$ cat src/rtl/dot_mac_pipe.sv
// ============================================================================
//  Module   : dot_mac_pipe
//  Purpose  : Pipelined unsigned sum-of-products engine with optional frame
//             accumulation. Define MAC_SAT_EN for saturating accumulation.
//  Revision : 1.0  initial release
// ============================================================================
`default_nettype none

module dot_mac_pipe #(
    parameter int W     = 8,
    parameter int CH    = 3,
    parameter int ACC_W = 9
) (
    input  logic                                  sys_clk,
    input  logic                                  sys_rst,
    input  logic                                  in_valid,
    input  logic                                  in_last,
    input  logic                                  mode,
    input  logic [CH*W-1:0]                       a_bus,
    input  logic [CH*W-1:0]                       b_bus,
    output logic                                  out_valid,
    output logic [2*W+$clog2(CH)+ACC_W-1:0]       out_data,
    output logic                                  out_ovf
);

    localparam int c_PW = 2*W + $clog2(CH) + ACC_W;

    typedef enum logic [0:0] {
        ST_IDLE = 1'b0,
        ST_ACC  = 1'b1
    } state_t;

    // S0: input capture
    logic              r_s0_valid;
    logic              r_s0_last;
    logic              r_s0_mode;
    logic [CH*W-1:0]   r_s0_a;
    logic [CH*W-1:0]   r_s0_b;

    // S1: products
    logic                      r_s1_valid;
    logic                      r_s1_last;
    logic                      r_s1_mode;
    logic [CH-1:0][2*W-1:0]    w_prod;
    logic [CH-1:0][2*W-1:0]    r_s1_prod;

    // S2: adder tree
    logic              r_s2_valid;
    logic              r_s2_last;
    logic              r_s2_mode;
    logic [c_PW-1:0]   w_sum;
    logic [c_PW-1:0]   r_s2_sum;

    // S3: frame accumulator and result
    state_t            r_state;
    state_t            w_state_nxt;
    logic [c_PW-1:0]   r_acc;
    logic [c_PW-1:0]   w_acc_nxt;
    logic [c_PW-1:0]   w_acc_base;
    logic [c_PW-1:0]   w_total;
    logic [c_PW-1:0]   r_res;
    logic [c_PW-1:0]   w_res_nxt;
    logic              r_res_valid;
    logic              w_res_valid_nxt;

    // Operand registers only load on accepted beats so idle buses never move state
    always_ff @(posedge sys_clk) begin
        if (sys_rst) begin
            r_s0_valid <= 1'b0;
        end else begin
            r_s0_valid <= in_valid;
        end
        if (in_valid) begin
            r_s0_last <= in_last;
            r_s0_mode <= mode;
            r_s0_a    <= a_bus;
            r_s0_b    <= b_bus;
        end
    end

    for (genvar gi = 0; gi < CH; gi++) begin : g_prod
        assign w_prod[gi] = r_s0_a[gi*W +: W] * r_s0_b[gi*W +: W];
    end

    always_ff @(posedge sys_clk) begin
        if (sys_rst) begin
            r_s1_valid <= 1'b0;
        end else begin
            r_s1_valid <= r_s0_valid;
        end
        if (r_s0_valid) begin
            r_s1_last <= r_s0_last;
            r_s1_mode <= r_s0_mode;
            r_s1_prod <= w_prod;
        end
    end

    always_comb begin
        w_sum = '0;
        for (int i = 0; i < CH; i++) begin
            w_sum = w_sum + c_PW'(r_s1_prod[i]);
        end
    end

    always_ff @(posedge sys_clk) begin
        if (sys_rst) begin
            r_s2_valid <= 1'b0;
        end else begin
            r_s2_valid <= r_s1_valid;
        end
        if (r_s1_valid) begin
            r_s2_last <= r_s1_last;
            r_s2_mode <= r_s1_mode;
            r_s2_sum  <= w_sum;
        end
    end

    assign w_acc_base = (r_state == ST_ACC) ? r_acc : '0;

`ifdef MAC_SAT_EN
    localparam logic [c_PW-1:0] c_MAX = '1;

    logic [c_PW:0] w_wide;
    logic          w_ovf_total;
    logic          r_ovf;
    logic          r_res_ovf;
    logic          r_out_ovf;

    assign w_wide      = {1'b0, w_acc_base} + {1'b0, r_s2_sum};
    // Once a frame has saturated it stays pinned at the maximum until it closes
    assign w_ovf_total = ((r_state == ST_ACC) & r_ovf) | w_wide[c_PW];
    assign w_total     = w_ovf_total ? c_MAX : w_wide[c_PW-1:0];

    always_ff @(posedge sys_clk) begin
        if (sys_rst) begin
            r_ovf     <= 1'b0;
            r_res_ovf <= 1'b0;
            r_out_ovf <= 1'b0;
        end else begin
            if (r_s2_valid) begin
                r_ovf     <= r_s2_mode & ~r_s2_last & w_ovf_total;
                r_res_ovf <= r_s2_mode &  r_s2_last & w_ovf_total;
            end
            if (r_res_valid) begin
                r_out_ovf <= r_res_ovf;
            end
        end
    end

    assign out_ovf = r_out_ovf;
`else
    assign w_total = w_acc_base + r_s2_sum;
    assign out_ovf = 1'b0;
`endif

    always_comb begin
        w_state_nxt     = r_state;
        w_acc_nxt       = r_acc;
        w_res_nxt       = r_res;
        w_res_valid_nxt = 1'b0;
        if (r_s2_valid) begin
            if (!r_s2_mode) begin
                // A plain beat closes any open frame without emitting it
                w_state_nxt     = ST_IDLE;
                w_acc_nxt       = '0;
                w_res_nxt       = r_s2_sum;
                w_res_valid_nxt = 1'b1;
            end else if (r_s2_last) begin
                w_state_nxt     = ST_IDLE;
                w_acc_nxt       = '0;
                w_res_nxt       = w_total;
                w_res_valid_nxt = 1'b1;
            end else begin
                w_state_nxt     = ST_ACC;
                w_acc_nxt       = w_total;
            end
        end
    end

    always_ff @(posedge sys_clk) begin
        if (sys_rst) begin
            r_state     <= ST_IDLE;
            r_acc       <= '0;
            r_res       <= '0;
            r_res_valid <= 1'b0;
        end else begin
            r_state     <= w_state_nxt;
            r_acc       <= w_acc_nxt;
            r_res       <= w_res_nxt;
            r_res_valid <= w_res_valid_nxt;
        end
    end

    // Output register: result appears four edges after the beat is captured
    always_ff @(posedge sys_clk) begin
        if (sys_rst) begin
            out_valid <= 1'b0;
            out_data  <= '0;
        end else begin
            out_valid <= r_res_valid;
            if (r_res_valid) begin
                out_data <= r_res;
            end
        end
    end

endmodule

`default_nettype wire
$ cat config.mk
export PLATFORM = sky130hd
export DESIGN_NAME = dot_mac_pipe
export DESIGN_NICKNAME = d
export VERILOG_FILES = /design/src/rtl/dot_mac_pipe.sv
export SDC_FILE = /design/constraint.sdc
export NUM_CORES = 1
export LEC_CHECK = 0
export BUFFER_PORTS_ARGS = -buffer_cell sky130_fd_sc_hd__clkbuf_2
export CAP_MARGIN = 20
export CORE_MARGIN = 10
export CORE_UTILIZATION = 52
export CTS_CLUSTER_DIAMETER = 100
export DETAILED_ROUTE_END_ITERATION = 6
export GPL_ROUTABILITY_DRIVEN = 0
export PLACE_DENSITY = 0.72
export RECOVER_POWER = 100
export SYNTH_ARGS = -nofsm -noshare
export SYNTH_HDL_FRONTEND = slang
export SYNTH_SLANG_ARGS = --single-unit
$ cat constraint.sdc
create_clock -name sys_clk -period 5.1 [get_ports sys_clk]
set_clock_uncertainty 0.2 [all_clocks]
set_input_delay 0.765 -clock sys_clk [delete_from_list [all_inputs] [get_ports sys_clk]]
set_output_delay 0.765 -clock sys_clk [all_outputs]
set_load 0.01 [all_outputs]
* Word-level counts from Yosys, hierarchy flattened
Cells that the tools add are included.
Word-level totals: register bits 216, latch bits 0, bits in writable memories 0, bits in read-only memories 0, bits of input ports 53, logic and storage cells 40, memories kept 0
Operators by class: add/sub/neg operators 3, multiply operators 3, div/mod/pow operators 0, order comparisons 0, equality and inequality tests 1, shifts and indexed selects 0, multiplexer cells 9, bitwise gates (word level) 1, reductions and logical operators 2
Operator list (number):
- 27-bit two-way mux | 5
- 8-bit by 8-bit multiplier with 16-bit output | 3
- 27-bit adder | 1
- 17-bit by 16-bit adder with 18-bit output | 1
- 16-bit by 16-bit adder with 17-bit output | 1
- 1-bit two-way mux | 4
- 2-bit != test (second input constant) | 1
- 2-bit AND reduction | 1
- 2-bit OR reduction | 1
- 1-bit inverter | 1

* Depth between registers and ports, before layout
depth after elaboration 4, depth in mapped cells 17

* Least setup slack after synthesis
No wires, ideal clock.
path kind register -> register, from reg r_s0_b[7], to reg r_s1_prod[15] (netlist bit), data pin, arrival 4422 ps, data required time 4641 ps, slack 218 ps, cell stages (with the launch flop) 16, path buffers 0, period minus slack after synthesis 4882 ps, cells stage by stage edfxtp_1 -> and2_1 -> fa_1 -> fa_1 -> fa_1 -> inv_1 -> fa_1 -> inv_1 -> ha_1 -> or3_1 -> o21ai_0 -> a21oi_1 -> and4_1 -> a2111oi_4 -> a21oi_1 -> xnor2_1
RTL lines:
- from (decl) | RTL line 38 | logic [CH*W-1:0] r_s0_b;
- from (signal assigned) | RTL line 77 | r_s0_b <= b_bus;
- to (signal assigned) | RTL line 94 | r_s1_prod <= w_prod;
- to (decl) | RTL line 45 | logic [CH-1:0][2*W-1:0] r_s1_prod;

==> results.cfg <==
[run_status]
status = finished, violations left
violations = capacitance limit, slew limit

[synth]
syn_nets = 1718
synth_area_um2 = 15110
yosysSeqAreaShare_pct = 35.38
synth_cells = 1398
synth-warning-count = 0
synth-edff-count = 120
ys_types = 66
yosys_register_bits = 207
synthArstFlopShare_pct = 0
avgSynthCellArea_um2 = 10.81
synth-main-ff-cell = edfxtp_1

[global_routing]
grt_antenna_before_repair = 0
grt_usage_pct = 15.75
gr-total-overflow = 0
grt_pass1_vias = 10331
grt_pass1_wl_um = 48540
grt_max_degree = 53

[power]
p_total_mw = 8.591
vdd_drop_max_mv = 0.3322
power.density_nw_per_um2 = 510.7
leakagePower_nw = 7.434

[finish]
num-fill-cells = 2420
antennaDiodeCount = 0
syn_to_final_growth_pct = 11.37
drive_gt1_share_pct = 9.275
final_area_um2 = 16820
multiInputGateArea_um2 = 8950
final_cells = 1915
regArea_um2 = 5346
final_nets = 1832

[hold_path]
hp-class = in2reg
worstHoldPathCells = 1
hold_end = r_s0_a[9]
min_from = a_bus[9]

[floorplanning]
io_pins = 82
start_util_pct = 52.63
core-area_um2 = 28700
die_y_um = 190.4
die_w_um = 190.4
die_area_um2 = 36270
rows = 62

[clocking]
cts_tree = built
cts_sinks = 207
clock_latency_ns = 0.54
htree_num_levels = 1
clk_pin_slew_ns = 0.06
cts_buffers = 26
ctsRootBufferMaster = clkbuf_16
cts_hold_buf = 0
clockBufferDepth = 3

[sta]
drv_slew = 157
setup_viol = 0
max_freq_mhz = 202.7
fin_ws_ns = 0.1675
slew_headroom_pct = -89.57
finalCriticalPeriod_ns = 4.932
worst_pin_slew_ns = 2.843
finalCritPeriodShare_pct = 96.72
hold_violations = 0
setup-tns-final_ns = 0

[critical_path]
critPathCaptureType = flip-flop
start_kind = flip-flop
path_max_fanout = 8
timing.rr.end = r_s1_prod[15]
critPathArrivalTime_ns = 5.01
path_class = reg2reg
reg2reg_from = r_s0_b[4]
r2r.worst_path.cells = 15
rrSetupSlack_ns = 0.17
crit_required_ns = 5.17

[place]
placed_cells = 1848
io_buffers = 80
place_ws_ns = 0.04517
placed_cell_area_um2 = 15950
hpwlAfterDp_um = 22150

[routing]
wirelength_um = 28960
drt-initial-drc-count = 536
ant_nets = 0
drc = 0
routed_via_density = 5.226
route.met2.wl_um = 14140
highest_layer = met4
met3WireLength_um = 1222
via_count = 10008
wl_per_cell_um = 15.12
drt_first_pass_iters = 5
wl_met1_um = 12960

[flow_run]
drv_cap = 3
-- cells in the mapped netlist, drive strengths merged (11+ instances only) --
cell    number  share of area, %
xnor2       56               3.2
nor3        16              0.64
a22o        17              0.99
mux2i       39               2.6
fa         126                17
ha         141                12
inv        167               4.1
a21oi       56               1.9
nor2b       14              0.58
nor2        81               2.0
and3        13              0.55
clkbuf      18              0.52
edfxtp     120                24
o21ai       27               1.1
a21o        22               1.1
nand2b      15              0.64
nand3       12              0.43
dfxtp       87                12
buf         11              0.44
xor2        17              0.99
a211oi      11              0.55
nand2       66               1.6
and2       175               7.3
-- flip-flops by register name, summed over array words and instances, names as in the netlist, 18 cells and up --
name,count
r_s1_prod,48
out_data,27
r_acc,27
r_res,27
r_s0_a,24
r_s0_b,24
r_s2_sum,18
-- critical path, stage by stage, from the launching register on --
cell and delay (ns):
edfxtp_1 0.48, and2_1 0.23, fa_1 0.55, fa_1 0.46, fa_1 0.55, inv_1 0.05, fa_1 0.53, inv_1 0.04
ha_1 0.29, or3_1 0.37, o21ai_0 0.08, a21oi_1 0.07, and4_1 0.24, a2111oi_4 0.25, a21oi_1 0.13, xnor2_1 0.14
-- layer usage --
layer	track usage [%]	up-vias
met5	0	-
met4	4.028	0
met3	2.432	49
met2	27.07	183
met1	20.31	4827
li1	-	4949
-- timing repair --
action | CTS | global route
setup buffers | 0 | 20
resized for setup | 0 | 9
setup endpoints to repair | 0 | 4
-- metrics by stage --
step                      utilization, %  hold WS [ns]
final                              58.61        0.2012
after global routing               58.61        0.1775
after CTS                          58.40        0.1727
after detailed placement           55.58        0.2109
after global placement             55.58        0.2076
after floorplan                        -        0.2003
-- final cells by class --
| type | instances | area share (%) |
|---|---|---|
| Inverter | 167 | 3.726 |
| Clock buffer | 35 | 4.276 |
| Clock inverter | 12 | 0.5280 |
| Multi-Input combinational cell | 994 | 53.20 |
| Sequential cell | 207 | 31.78 |
| Tap cell | 384 | 2.856 |
| Timing Repair Buffer | 116 | 3.637 |
-- cells by family (layout without fill, tap and decap cells) --
kind of cell               after synthesis  in the layout  synth area share, %
DFF                                    207            207                35.38
other                                    1              1              0.02483
AOI/OAI and AO/OA                      197            197                9.360
and+or+nand+nor                        417            417                14.87
muxes                                   39             39                2.584
buffers and inverters                  197            330                5.168
xor gates and xnor gates                73             73                4.233
adders and majority gates              267            267                28.38
-- worst max-delay path by stage --
stage               endpoint  slack, ns  cells past startpoint       start
4_1_cts        r_s1_prod[15]       0.03                     15   r_s0_a[4]
2_1_floorplan  r_s1_prod[15]       0.22                     15   r_s0_b[7]
5_1_grt        r_s1_prod[30]     -0.002                     17  r_s0_b[11]
6_report       r_s1_prod[15]       0.17                     15   r_s0_b[4]
3_3_place_gp   r_s1_prod[15]       0.14                     15   r_s0_a[4]
3_5_place_dp   r_s1_prod[15]       0.05                     15   r_s0_a[4]
-- where the power goes --
group	internal (mW)	switching, mW
registers	2.30	0.183
clock network	0.998	0.715
logic	2.04	2.35
total	5.34	3.25
-- cell usage in the layout (no fill, tap or decap), types with 15 or more instances in the layout --
master / count
a21o_1: 22
a21oi_1: 54
a22o_1: 17
and2_0: 17
and2_1: 155
buf_4: 28
clkbuf_1: 43
clkbuf_16: 27
clkbuf_2: 48
dfxtp_1: 86
edfxtp_1: 120
fa_1: 126
ha_1: 141
inv_1: 167
mux2i_1: 39
nand2_1: 66
nor2_1: 81
nor3_1: 15
o21ai_0: 23
xnor2_1: 56
xor2_1: 17
Power figures use the tool's default switching activity.
